$ cat src/rtl/ram_ctrl_if.sv
// Request/response and RAM pin bundle for ram_ctrl.
// slave = controller side, master = requester plus RAM side.
interface ram_ctrl_if #(
  parameter int unsigned ADDR_W = 2,
  parameter int unsigned DATA_W = 4
);
  logic              req_valid;
  logic              req_ready;
  logic              req_we;
  logic [ADDR_W-1:0] req_addr;
  logic [DATA_W-1:0] req_wdata;
  logic              rsp_valid;
  logic [DATA_W-1:0] rsp_rdata;
  logic              wr_done;
  logic              busy;
  logic              ram_wr;
  logic [ADDR_W-1:0] ram_addr;
  logic [DATA_W-1:0] ram_wdata;
  logic [DATA_W-1:0] ram_rdata;

  modport slave (
    input  req_valid, req_we, req_addr, req_wdata, ram_rdata,
    output req_ready, rsp_valid, rsp_rdata, wr_done, busy,
           ram_wr, ram_addr, ram_wdata
  );

  modport master (
    output req_valid, req_we, req_addr, req_wdata, ram_rdata,
    input  req_ready, rsp_valid, rsp_rdata, wr_done, busy,
           ram_wr, ram_addr, ram_wdata
  );
endinterface

$ cat src/rtl/ram_ctrl.sv
// Synchronous controller for a latch-based RAM: setup/pulse/hold writes, two-cycle reads.
// Define RAM_CTRL_INIT_EN to zero-fill the whole RAM after every reset.
module ram_ctrl #(
  parameter int unsigned ADDR_W   = 2,
  parameter int unsigned DATA_W   = 4,
  parameter int unsigned WR_PULSE = 1
) (
  input  logic        clk,
  input  logic        reset,
  ram_ctrl_if.slave   bus
);

  localparam int unsigned CNT_W = (WR_PULSE > 1) ? $clog2(WR_PULSE) : 1;
  localparam logic [CNT_W-1:0] CNT_LAST = CNT_W'(WR_PULSE - 1);
  localparam logic [ADDR_W-1:0] ADDR_LAST = {ADDR_W{1'b1}};

  localparam logic [2:0] IDLE    = 3'd0;
  localparam logic [2:0] W_SETUP = 3'd1;
  localparam logic [2:0] W_PULSE = 3'd2;
  localparam logic [2:0] W_HOLD  = 3'd3;
  localparam logic [2:0] R_ADDR  = 3'd4;
  localparam logic [2:0] R_CAPT  = 3'd5;
`ifdef RAM_CTRL_INIT_EN
  localparam logic [2:0] INIT    = 3'd6;
  localparam logic [2:0] RST_STATE = INIT;
  localparam logic       RST_READY = 1'b0;
  localparam logic       RST_BUSY  = 1'b1;
`else
  localparam logic [2:0] RST_STATE = IDLE;
  localparam logic       RST_READY = 1'b1;
  localparam logic       RST_BUSY  = 1'b0;
`endif

  logic [2:0]        state_q, state_d;
  logic [CNT_W-1:0]  cnt_q, cnt_d;
  logic              ram_wr_q, ram_wr_d;
  logic [ADDR_W-1:0] ram_addr_q, ram_addr_d;
  logic [DATA_W-1:0] ram_wdata_q, ram_wdata_d;
  logic              rsp_valid_q, rsp_valid_d;
  logic [DATA_W-1:0] rsp_rdata_q, rsp_rdata_d;
  logic              wr_done_q, wr_done_d;
  logic              req_ready_q, req_ready_d;
  logic              busy_q, busy_d;
`ifdef RAM_CTRL_INIT_EN
  logic              init_q, init_d;
`endif

  // State and registered outputs
  always_ff @(posedge clk) begin
    if (reset) begin
      state_q     <= RST_STATE;
      cnt_q       <= '0;
      ram_wr_q    <= 1'b0;
      ram_addr_q  <= '0;
      ram_wdata_q <= '0;
      rsp_valid_q <= 1'b0;
      rsp_rdata_q <= '0;
      wr_done_q   <= 1'b0;
      req_ready_q <= RST_READY;
      busy_q      <= RST_BUSY;
`ifdef RAM_CTRL_INIT_EN
      init_q      <= 1'b1;
`endif
    end else begin
      state_q     <= state_d;
      cnt_q       <= cnt_d;
      ram_wr_q    <= ram_wr_d;
      ram_addr_q  <= ram_addr_d;
      ram_wdata_q <= ram_wdata_d;
      rsp_valid_q <= rsp_valid_d;
      rsp_rdata_q <= rsp_rdata_d;
      wr_done_q   <= wr_done_d;
      req_ready_q <= req_ready_d;
      busy_q      <= busy_d;
`ifdef RAM_CTRL_INIT_EN
      init_q      <= init_d;
`endif
    end
  end

  // Next-state and next-output logic; ram_wr_d defaults low so the strobe only rises from setup
  always_comb begin
    state_d     = state_q;
    cnt_d       = cnt_q;
    ram_wr_d    = 1'b0;
    ram_addr_d  = ram_addr_q;
    ram_wdata_d = ram_wdata_q;
    rsp_valid_d = 1'b0;
    rsp_rdata_d = rsp_rdata_q;
    wr_done_d   = 1'b0;
`ifdef RAM_CTRL_INIT_EN
    init_d      = init_q;
`endif

    case (state_q)
      IDLE: begin
        if (bus.req_valid) begin
          ram_addr_d = bus.req_addr;
          if (bus.req_we) begin
            ram_wdata_d = bus.req_wdata;
            state_d     = W_SETUP;
          end else begin
            state_d = R_ADDR;
          end
        end
      end
      W_SETUP: begin
        ram_wr_d = 1'b1;
        cnt_d    = '0;
        state_d  = W_PULSE;
      end
      W_PULSE: begin
        if (cnt_q == CNT_LAST) begin
          state_d = W_HOLD;
        end else begin
          ram_wr_d = 1'b1;
          cnt_d    = cnt_q + CNT_W'(1);
        end
      end
      W_HOLD: begin
`ifdef RAM_CTRL_INIT_EN
        if (init_q) begin
          if (ram_addr_q == ADDR_LAST) begin
            init_d  = 1'b0;
            state_d = IDLE;
          end else begin
            ram_addr_d = ram_addr_q + ADDR_W'(1);
            state_d    = INIT;
          end
        end else begin
          wr_done_d = 1'b1;
          state_d   = IDLE;
        end
`else
        wr_done_d = 1'b1;
        state_d   = IDLE;
`endif
      end
      R_ADDR: begin
        state_d = R_CAPT;
      end
      R_CAPT: begin
        rsp_rdata_d = bus.ram_rdata;
        rsp_valid_d = 1'b1;
        state_d     = IDLE;
      end
`ifdef RAM_CTRL_INIT_EN
      // Zero-fill step: acts as the setup cycle; ram_wdata stays at its reset value of 0
      INIT: begin
        ram_wr_d = 1'b1;
        cnt_d    = '0;
        state_d  = W_PULSE;
      end
`endif
      default: begin
        state_d = IDLE;
      end
    endcase

    req_ready_d = (state_d == IDLE);
    busy_d      = (state_d != IDLE);
  end

  assign bus.req_ready = req_ready_q;
  assign bus.busy      = busy_q;
  assign bus.rsp_valid = rsp_valid_q;
  assign bus.rsp_rdata = rsp_rdata_q;
  assign bus.wr_done   = wr_done_q;
  assign bus.ram_wr    = ram_wr_q;
  assign bus.ram_addr  = ram_addr_q;
  assign bus.ram_wdata = ram_wdata_q;

endmodule

$ cat src/flat_wrapper.sv
// flat-port wrapper written by rule: the top's interface ports become plain ports
module ram_ctrl_flat 
#(
  parameter int unsigned ADDR_W   = 2,
  parameter int unsigned DATA_W   = 4,
  parameter int unsigned WR_PULSE = 1
)
  (clk, reset, bus_req_valid, bus_req_we, bus_req_addr, bus_req_wdata, bus_ram_rdata, bus_req_ready, bus_rsp_valid, bus_rsp_rdata, bus_wr_done, bus_busy, bus_ram_wr, bus_ram_addr, bus_ram_wdata);
  ram_ctrl_if #(.ADDR_W(ADDR_W), .DATA_W(DATA_W)) bus_i ();
  input  logic clk;
  input  logic reset;
  input wire logic [$bits(bus_i.req_valid)-1:0] bus_req_valid;
  input wire logic [$bits(bus_i.req_we)-1:0] bus_req_we;
  input wire logic [$bits(bus_i.req_addr)-1:0] bus_req_addr;
  input wire logic [$bits(bus_i.req_wdata)-1:0] bus_req_wdata;
  input wire logic [$bits(bus_i.ram_rdata)-1:0] bus_ram_rdata;
  output wire logic [$bits(bus_i.req_ready)-1:0] bus_req_ready;
  output wire logic [$bits(bus_i.rsp_valid)-1:0] bus_rsp_valid;
  output wire logic [$bits(bus_i.rsp_rdata)-1:0] bus_rsp_rdata;
  output wire logic [$bits(bus_i.wr_done)-1:0] bus_wr_done;
  output wire logic [$bits(bus_i.busy)-1:0] bus_busy;
  output wire logic [$bits(bus_i.ram_wr)-1:0] bus_ram_wr;
  output wire logic [$bits(bus_i.ram_addr)-1:0] bus_ram_addr;
  output wire logic [$bits(bus_i.ram_wdata)-1:0] bus_ram_wdata;
  assign bus_i.req_valid = bus_req_valid;
  assign bus_i.req_we = bus_req_we;
  assign bus_i.req_addr = bus_req_addr;
  assign bus_i.req_wdata = bus_req_wdata;
  assign bus_i.ram_rdata = bus_ram_rdata;
  assign bus_req_ready = bus_i.req_ready;
  assign bus_rsp_valid = bus_i.rsp_valid;
  assign bus_rsp_rdata = bus_i.rsp_rdata;
  assign bus_wr_done = bus_i.wr_done;
  assign bus_busy = bus_i.busy;
  assign bus_ram_wr = bus_i.ram_wr;
  assign bus_ram_addr = bus_i.ram_addr;
  assign bus_ram_wdata = bus_i.ram_wdata;
  ram_ctrl #(.ADDR_W(ADDR_W), .DATA_W(DATA_W), .WR_PULSE(WR_PULSE)) u_core (.clk(clk), .reset(reset), .bus(bus_i));
endmodule
$ cat config.mk
export PLATFORM = sky130hd
export DESIGN_NAME = ram_ctrl_flat
export DESIGN_NICKNAME = d
export VERILOG_FILES = /design/src/rtl/ram_ctrl_if.sv /design/src/rtl/ram_ctrl.sv /design/src/flat_wrapper.sv
export SDC_FILE = /design/constraint.sdc
export NUM_CORES = 1
export LEC_CHECK = 0
export CAP_MARGIN = 40
export CORE_UTILIZATION = 38
export DETAILED_ROUTE_END_ITERATION = 12
export DONT_BUFFER_PORTS = 1
export HOLD_SLACK_MARGIN = 0.03
export SLEW_MARGIN = 10
export SYNTH_ARGS = -nofsm -noshare
export SYNTH_HDL_FRONTEND = slang
export SYNTH_SLANG_ARGS = --single-unit
$ cat constraint.sdc
create_clock -name clk -period 1.6 [get_ports clk]
set_input_delay 0.08 -clock clk [delete_from_list [all_inputs] [get_ports clk]]
set_output_delay 0.08 -clock clk [all_outputs]
set_load 0.005 [all_outputs]
==> results.cfg, run 1 <==
[status]
status = finished clean

[power]
reported_net_switching_power_uw = 213.7
clock_power_share_pct = 29.8
p_sw_share_pct = 23.70
vdd_drop_max_mv = 0.5759
internal_power_uw = 688.3
power.sequential.fraction_pct = 58.0
power.static_leakage_nw = 0.3747
comb_power_share_pct = 12.2
total_power_uw = 902.0
powerDensity_nw_per_um2 = 1074

[timing]
worst_pin_slew_ns = 0.5188
finalCriticalPeriod_ns = 1.350
max_freq_mhz = 740.5
finalCritPeriodShare_pct = 84.40
finalHoldViolations = 0
worst_hold_slack_ns = 0.04562
report.final.slew_viol_count = 0
tns_ns = 0
setup-violations-final = 0
maxSlewHeadroom_pct = 65.30
rsz_0062_raised_after_global_routing = no
clock-skew-final_ns = 0.005870

[route]
drtAntennaViolNets = 0
drt-total-wl_um = 1198
vias = 493
first_iter_violations = 3
remaining_drc_errors = 0
routedWlPerCell_um = 11.75
drt_first_pass_iters = 4
avgViaCountPerCell = 4.833

[cts]
cts_max_level = 1
clock-root-buffer = sky130_fd_sc_hd__clkbuf_4
clock-sinks = 18
cts_buffer_depth = 2
clk-insertion-delay-late_ns = 0.28
ctsResizeCount = 0
tritoncts.num_buffers = 3
cts_tree = yes
clk_pin_slew_ns = 0.10

[place]
half_perimeter_wire_length_after_placement_um = 773.9
place.port_buffers = 0
place_congestion = 0.7435
detailed_place.area_sq_um = 683.2

[worst_setup_path]
critPathKind = reg2reg
worst-endpoint-required_ns = 1.78
endpoint_kind = flip-flop
crit_path_top_delay_cell = sky130_fd_sc_hd__nor4b_4
timing.critical_path.fanout_max = 7
critPathArrivalTime_ns = 1.53
cpPeakStageDelay_ns = 0.51
crit_chain = nor4b_4, and2_2, o21ai_1
crit_path_start_kind = flip-flop

[cells_and_area]
layout_common_cells = sky130_fd_sc_hd__dfxtp_1 (18), sky130_fd_sc_hd__dlygate4sd3_1 (12), sky130_fd_sc_hd__nor2_1 (9)
antenna_cells = 0
area_delta_synth_final_pct = 22.89
most_common_cell_after_layout_fill_and_taps_aside = sky130_fd_sc_hd__dfxtp_1
stdcell_area_sq_um = 839.6
fraction_of_final_layout_cells_sized_beyond_drive_strength_1_pct = 7.692
finish.net_count = 93
n_fill_cell = 158

[logic_synthesis]
avgSynthCellArea_sq_um = 10.35
synthesis.area_sq_um = 683.2
gate_count_of_the_mapped_netlist = 66
yosysUniqueCellTypes = 21
yosysWarnings = 0
synth_sequential_area_ratio_pct = 52.75
syn-num-nets = 80
synth.ff_latch_count = 18

[worst_hold_path]
holdCritPathClass = in2reg

[global_route]
grt_use_met1_pct = 17.56
grt_start_max_net_pins = 18
met2_usage_pct = 22.06
first_global_vias = 513
grt.total_usage_pct = 14.09
global_route_wire_length_before_repair_um = 2042
globalRouteOverflowTotal = 0
antenna_found_initial = 0
grt-busiest-layer = met2
met3_grt_util_pct = 5.306

[die]
io_pins = 29
die_width_um = 44.40
floorplan.initialDensity_pct = 42.86
die_h_um = 44.40
design.die.area_sq_um = 1971
fp.coreArea_sq_um = 1594
placement_rows = 14

[flow_run]
max-cap-violations = 0
## path summary, 6_finish.rpt
| kind | start | to | slack, ns | cells past startpoint |
|---|---|---|---|---|
| worst max-delay path | u_core.state_q[0] | u_core.bus.ram_wdata[0] | 0.25 | 3 |
| worst max register to register | u_core.state_q[0] | u_core.bus.ram_wdata[0] | 0.25 | 3 |
| worst min-delay path | reset | u_core.state_q[2] | 0.05 | 3 |
| worst min register to register | u_core.bus.ram_wdata[2] | u_core.bus.ram_wdata[2] | 0.49 | 2 |
## state kept, by name, indices dropped and copies added, names as in the netlist
| name | flops |
|---|---|
| u_core.bus.wr_done | 1 |
| u_core.bus.ram_wr | 1 |
| u_core.bus.rsp_rdata | 4 |
| u_core.bus.ram_wdata | 4 |
| u_core.bus.ram_addr | 2 |
| u_core.bus.busy | 1 |
| u_core.bus.rsp_valid | 1 |
| u_core.state_q | 3 |
| u_core.bus.req_ready | 1 |
## stage by stage
stage / setup slack (ns) / instances / util (%)
final: 0.2496 / 102 / 52.67
after global routing: 0.1409 / 102 / 52.67
after CTS: 0.2366 / 102 / 52.67
after detailed placement: 0.2577 / 86 / 42.86
after global placement: 0.3308 / 86 / 42.86
after floorplan: 0.3694 / 66 / -
## synth_stat cells (all sizes together)
cell     n  share of area, %
a2111o   1               1.6
clkbuf   2               1.1
dfxtp   18                53
nand3b   1               1.1
nor2b    1              0.92
inv      3               1.6
and3     2               1.8
nand4b   4               5.1
xor2     1               1.3
and2     1               1.1
nor2     9               4.9
nand2b   4               3.7
o21ai    5               3.7
mux2i    6               8.8
nor3     1              0.73
nor4b    1               3.5
a211oi   1               1.1
nand2    2               1.1
buf      2               3.3
nand3    1              0.73
## metal layers
layer,vias up,part of all wire [%]
li1,249,-
met3,0,7.5
met4,0,0
met5,-,0
met1,226,47
met2,18,45
## repair_timing
action | 4_1_cts | 5_1_grt
hold buffers | 12 | 0
hold endpoints to repair | 16 | 0
setup buffers | 0 | 0
## cell families after synthesis
kind of cell           Yosys count  synth area share, %
XOR/XNOR                         1                1.282
buffers and inverters            7                6.044
AND/OR/NAND/NOR                 27                24.72
multiplexers                     6                8.792
AO/OA/AOI/OAI                    7                6.410
flip-flops                      18                52.75
## power groups by stage
stage	combinational (mW)	sequential [mW]	clock, mW
final	0.110	0.523	0.269
after global routing	0.125	0.530	0.307
after CTS	0.111	0.524	0.287
after detailed placement	0.0817	0.534	0
after global placement	0.0788	0.534	0
after floorplan	0.100	0.517	0
## critical path: cells and delay by family (launching register included)
family | cells | cell delay, ns
DFF | 1 | 0.40
and+or+nand+nor | 2 | 0.77
AOI/OAI and AO/OA | 1 | 0.08
## area by class of cell
type,instances,area (sq um),area share (%)
Inverter,3,11.26,1.341
Tap cell,24,30.03,3.577
Timing Repair Buffer,12,120.1,14.31
Sequential cell,18,360.3,42.92
Clock buffer,4,36.28,4.322
Multi-Input combinational cell,41,281.5,33.53
(Power assumes the default switching activity.)
==> run 2, diff against run 1 <==
ABC_AREA = 1   (was unset)
clock period = 1.3 ns   (was 1.6 ns; I/O delays follow)
==> results.cfg, run 2 <==
[flow_run]
max-cap-violations = 0

[logic_synthesis]
asyncSetResetFlopFracSynth_pct = 0
synthMostInstantiatedCell = sky130_fd_sc_hd__nand2_1
ys.flop_type = sky130_fd_sc_hd__dfxtp_1
yosysUniqueCellTypes = 15
gate_count_of_the_mapped_netlist = 105
synth_top_area_share_pct = 45.64
synth.ff_latch_count = 18
synth-edff-count = 0
synthesis.area_sq_um = 789.5
avgSynthCellArea_sq_um = 7.519
biggest_area_contributors_in_the_synthesized_netlist = sky130_fd_sc_hd__dfxtp_1 (46%), sky130_fd_sc_hd__nand2_1 (11%), sky130_fd_sc_hd__inv_1 (10%), sky130_fd_sc_hd__nand4_1 (6.3%), sky130_fd_sc_hd__nor2_1 (6.2%)
syn-num-nets = 119
ys_top_cells_by_count = sky130_fd_sc_hd__nand2_1 (24), sky130_fd_sc_hd__inv_1 (21), sky130_fd_sc_hd__dfxtp_1 (18)
yosysWarnings = 0
synth_sequential_area_ratio_pct = 45.64
synth.largest_area_cell = sky130_fd_sc_hd__dfxtp_1

[power]
vdd_drop_max_mv = 0.6158
reported_net_switching_power_uw = 332.9
p_sw_share_pct = 27.96
internal_power_uw = 857.9
total_power_mw = 1.191
comb_power_share_pct = 17.4
powerDensity_nw_per_um2 = 1244
power.sequential.fraction_pct = 53.7
clock_power_share_pct = 28.9
power.static_leakage_nw = 0.4784

[die]
floorplan.initialDensity_pct = 40.24
die_h_um = 47.58
design.die.area_sq_um = 2264
io_pins = 29
placement_rows = 16
fp.coreArea_sq_um = 1962
die_width_um = 47.58

[cells_and_area]
most_common_cell_after_layout_fill_and_taps_aside = sky130_fd_sc_hd__nand2_1
layout_common_cells = sky130_fd_sc_hd__nand2_1 (24), sky130_fd_sc_hd__inv_1 (21), sky130_fd_sc_hd__dfxtp_1 (18)
finish.net_count = 134
fraction_of_final_layout_cells_sized_beyond_drive_strength_1_pct = 15.13
antenna_cells = 0
area_delta_synth_final_pct = 21.24
stdcell_area_sq_um = 957.2
stdcell_count = 146
n_fill_cell = 215

[worst_setup_path]
critPathKind = reg2reg
critPathTopFamily = flip-flops
crit_path_top_delay_cell = sky130_fd_sc_hd__dfxtp_1
crit_path_start_kind = flip-flop
crit_chain = buf_4, nand2_1, nand3_1, nand3_2
critPathArrivalTime_ns = 1.26
timing.critical_path.fanout_max = 7
number_of_buffer_and_inverter_stages_on_the_critical_path = 1
worst-endpoint-required_ns = 1.48
cpPeakStageDelay_ns = 0.47
endpoint_kind = flip-flop

[cts]
cts_max_level = 1
tritoncts.num_buffers = 3
clock-root-buffer = sky130_fd_sc_hd__clkbuf_4
ctsResizeCount = 0
cts_buffer_depth = 2
clock-sinks = 18
cts_tree = yes
clk-insertion-delay-late_ns = 0.29
clk_pin_slew_ns = 0.10

[route]
first_iter_violations = 5
drt_first_pass_iters = 3
vias = 644
drtAntennaViolNets = 0
remaining_drc_errors = 0
routedWlPerCell_um = 9.705
drt-total-wl_um = 1417
avgViaCountPerCell = 4.411

[place]
post-place-cells = 131
dp_worst_setup_slack_ns = 0.2367
place.port_buffers = 0
place_congestion = 0.6907
detailed_place.area_sq_um = 810.8
half_perimeter_wire_length_after_placement_um = 1014

[timing]
max_freq_mhz = 931.2
worst_pin_slew_ns = 0.2902
setup-violations-final = 0
finalHoldViolations = 0
report.final.slew_viol_count = 0
finalCritPeriodShare_pct = 82.61
clock-skew-final_ns = 0.003062
final.setup.worst_slack_ns = 0.2261
finalCriticalPeriod_ns = 1.074
tns_ns = 0
maxSlewHeadroom_pct = 80.63
rsz_0062_raised_after_global_routing = no

[global_route]
global_route_wire_length_before_repair_um = 2380
antenna_found_initial = 0
grt_start_max_net_pins = 11
first_global_vias = 546
globalRouteOverflowTotal = 0
grt.total_usage_pct = 15.22

[status]
status = finished clean

[worst_hold_path]
holdCritPathClass = in2reg
run 2: cell types whose count changed after synthesis, sizes merged, moves of 5 or more:
cell,change
inv,+23
mux2i,-6
nand2,+23
nand3,+5
nand4,+8
nor2,+6
o21ai,-5
run 2: cells by family after synthesis:
group | share of synthesized area (%)
AND/OR/NAND/NOR | 35.98
buffers and inverters | 15.85
AO/OA/AOI/OAI | 2.536
flip-flops | 45.64
run 2: metal layers:
layer  track usage, %  part of all wire [%]
met5                0                     0
met4            6.667                   1.6
met2            21.10                    47
met3            5.660                   5.7
met1            21.00                    46
run 2: final timing paths:
check                                from                       to  slack (ns)  depth (start not counted)
setup / recovery        u_core.state_q[0]          u_core.bus.busy        0.23                          4
hold / removal           bus_req_wdata[1]  u_core.bus.ram_wdata[1]        0.03                          4
setup reg to reg        u_core.state_q[0]          u_core.bus.busy        0.23                          4
hold reg to reg   u_core.bus.rsp_rdata[1]  u_core.bus.rsp_rdata[1]        0.49                          2
run 2: area by class of cell:
type / count / area, sq um / share of cell area [%]
Clock buffer: 4 / 36.28 / 3.791
Multi-Input combinational cell: 58 / 304.0 / 31.76
Tap cell: 27 / 33.78 / 3.529
Inverter: 26 / 97.59 / 10.20
Timing Repair Buffer: 13 / 125.1 / 13.07
Sequential cell: 18 / 360.3 / 37.65
run 2: timing repair:
action	CTS	global route
endpoints found under the hold margin	15	0
buffers inserted	0	0
hold buffers	11	0
run 2: power by group through the flow:
| stage | logic [mW] | registers, mW | clock network, mW |
|---|---|---|---|
| after floorplan | 0.170 | 0.639 | 0 |
| after global placement | 0.175 | 0.652 | 0 |
| after detailed placement | 0.179 | 0.653 | 0 |
| after CTS | 0.209 | 0.640 | 0.360 |
| after global routing | 0.238 | 0.648 | 0.375 |
| final | 0.207 | 0.639 | 0.344 |
run 2: stage by stage:
stage               util [%]  hold slack [ns]
finish                 48.79          0.03172
global route           48.79          0.08239
CTS                    48.79          0.03279
detailed placement     41.33           0.1396
global placement       41.33           0.1361
floorplan                  -           0.2349
run 2: worst reg2reg max path: stages, from the launching register on:
cell	delay [ns]
sky130_fd_sc_hd__dfxtp_1	0.47
sky130_fd_sc_hd__buf_4	0.21
sky130_fd_sc_hd__nand2_1	0.08
sky130_fd_sc_hd__nand3_1	0.12
sky130_fd_sc_hd__nand3_2	0.09
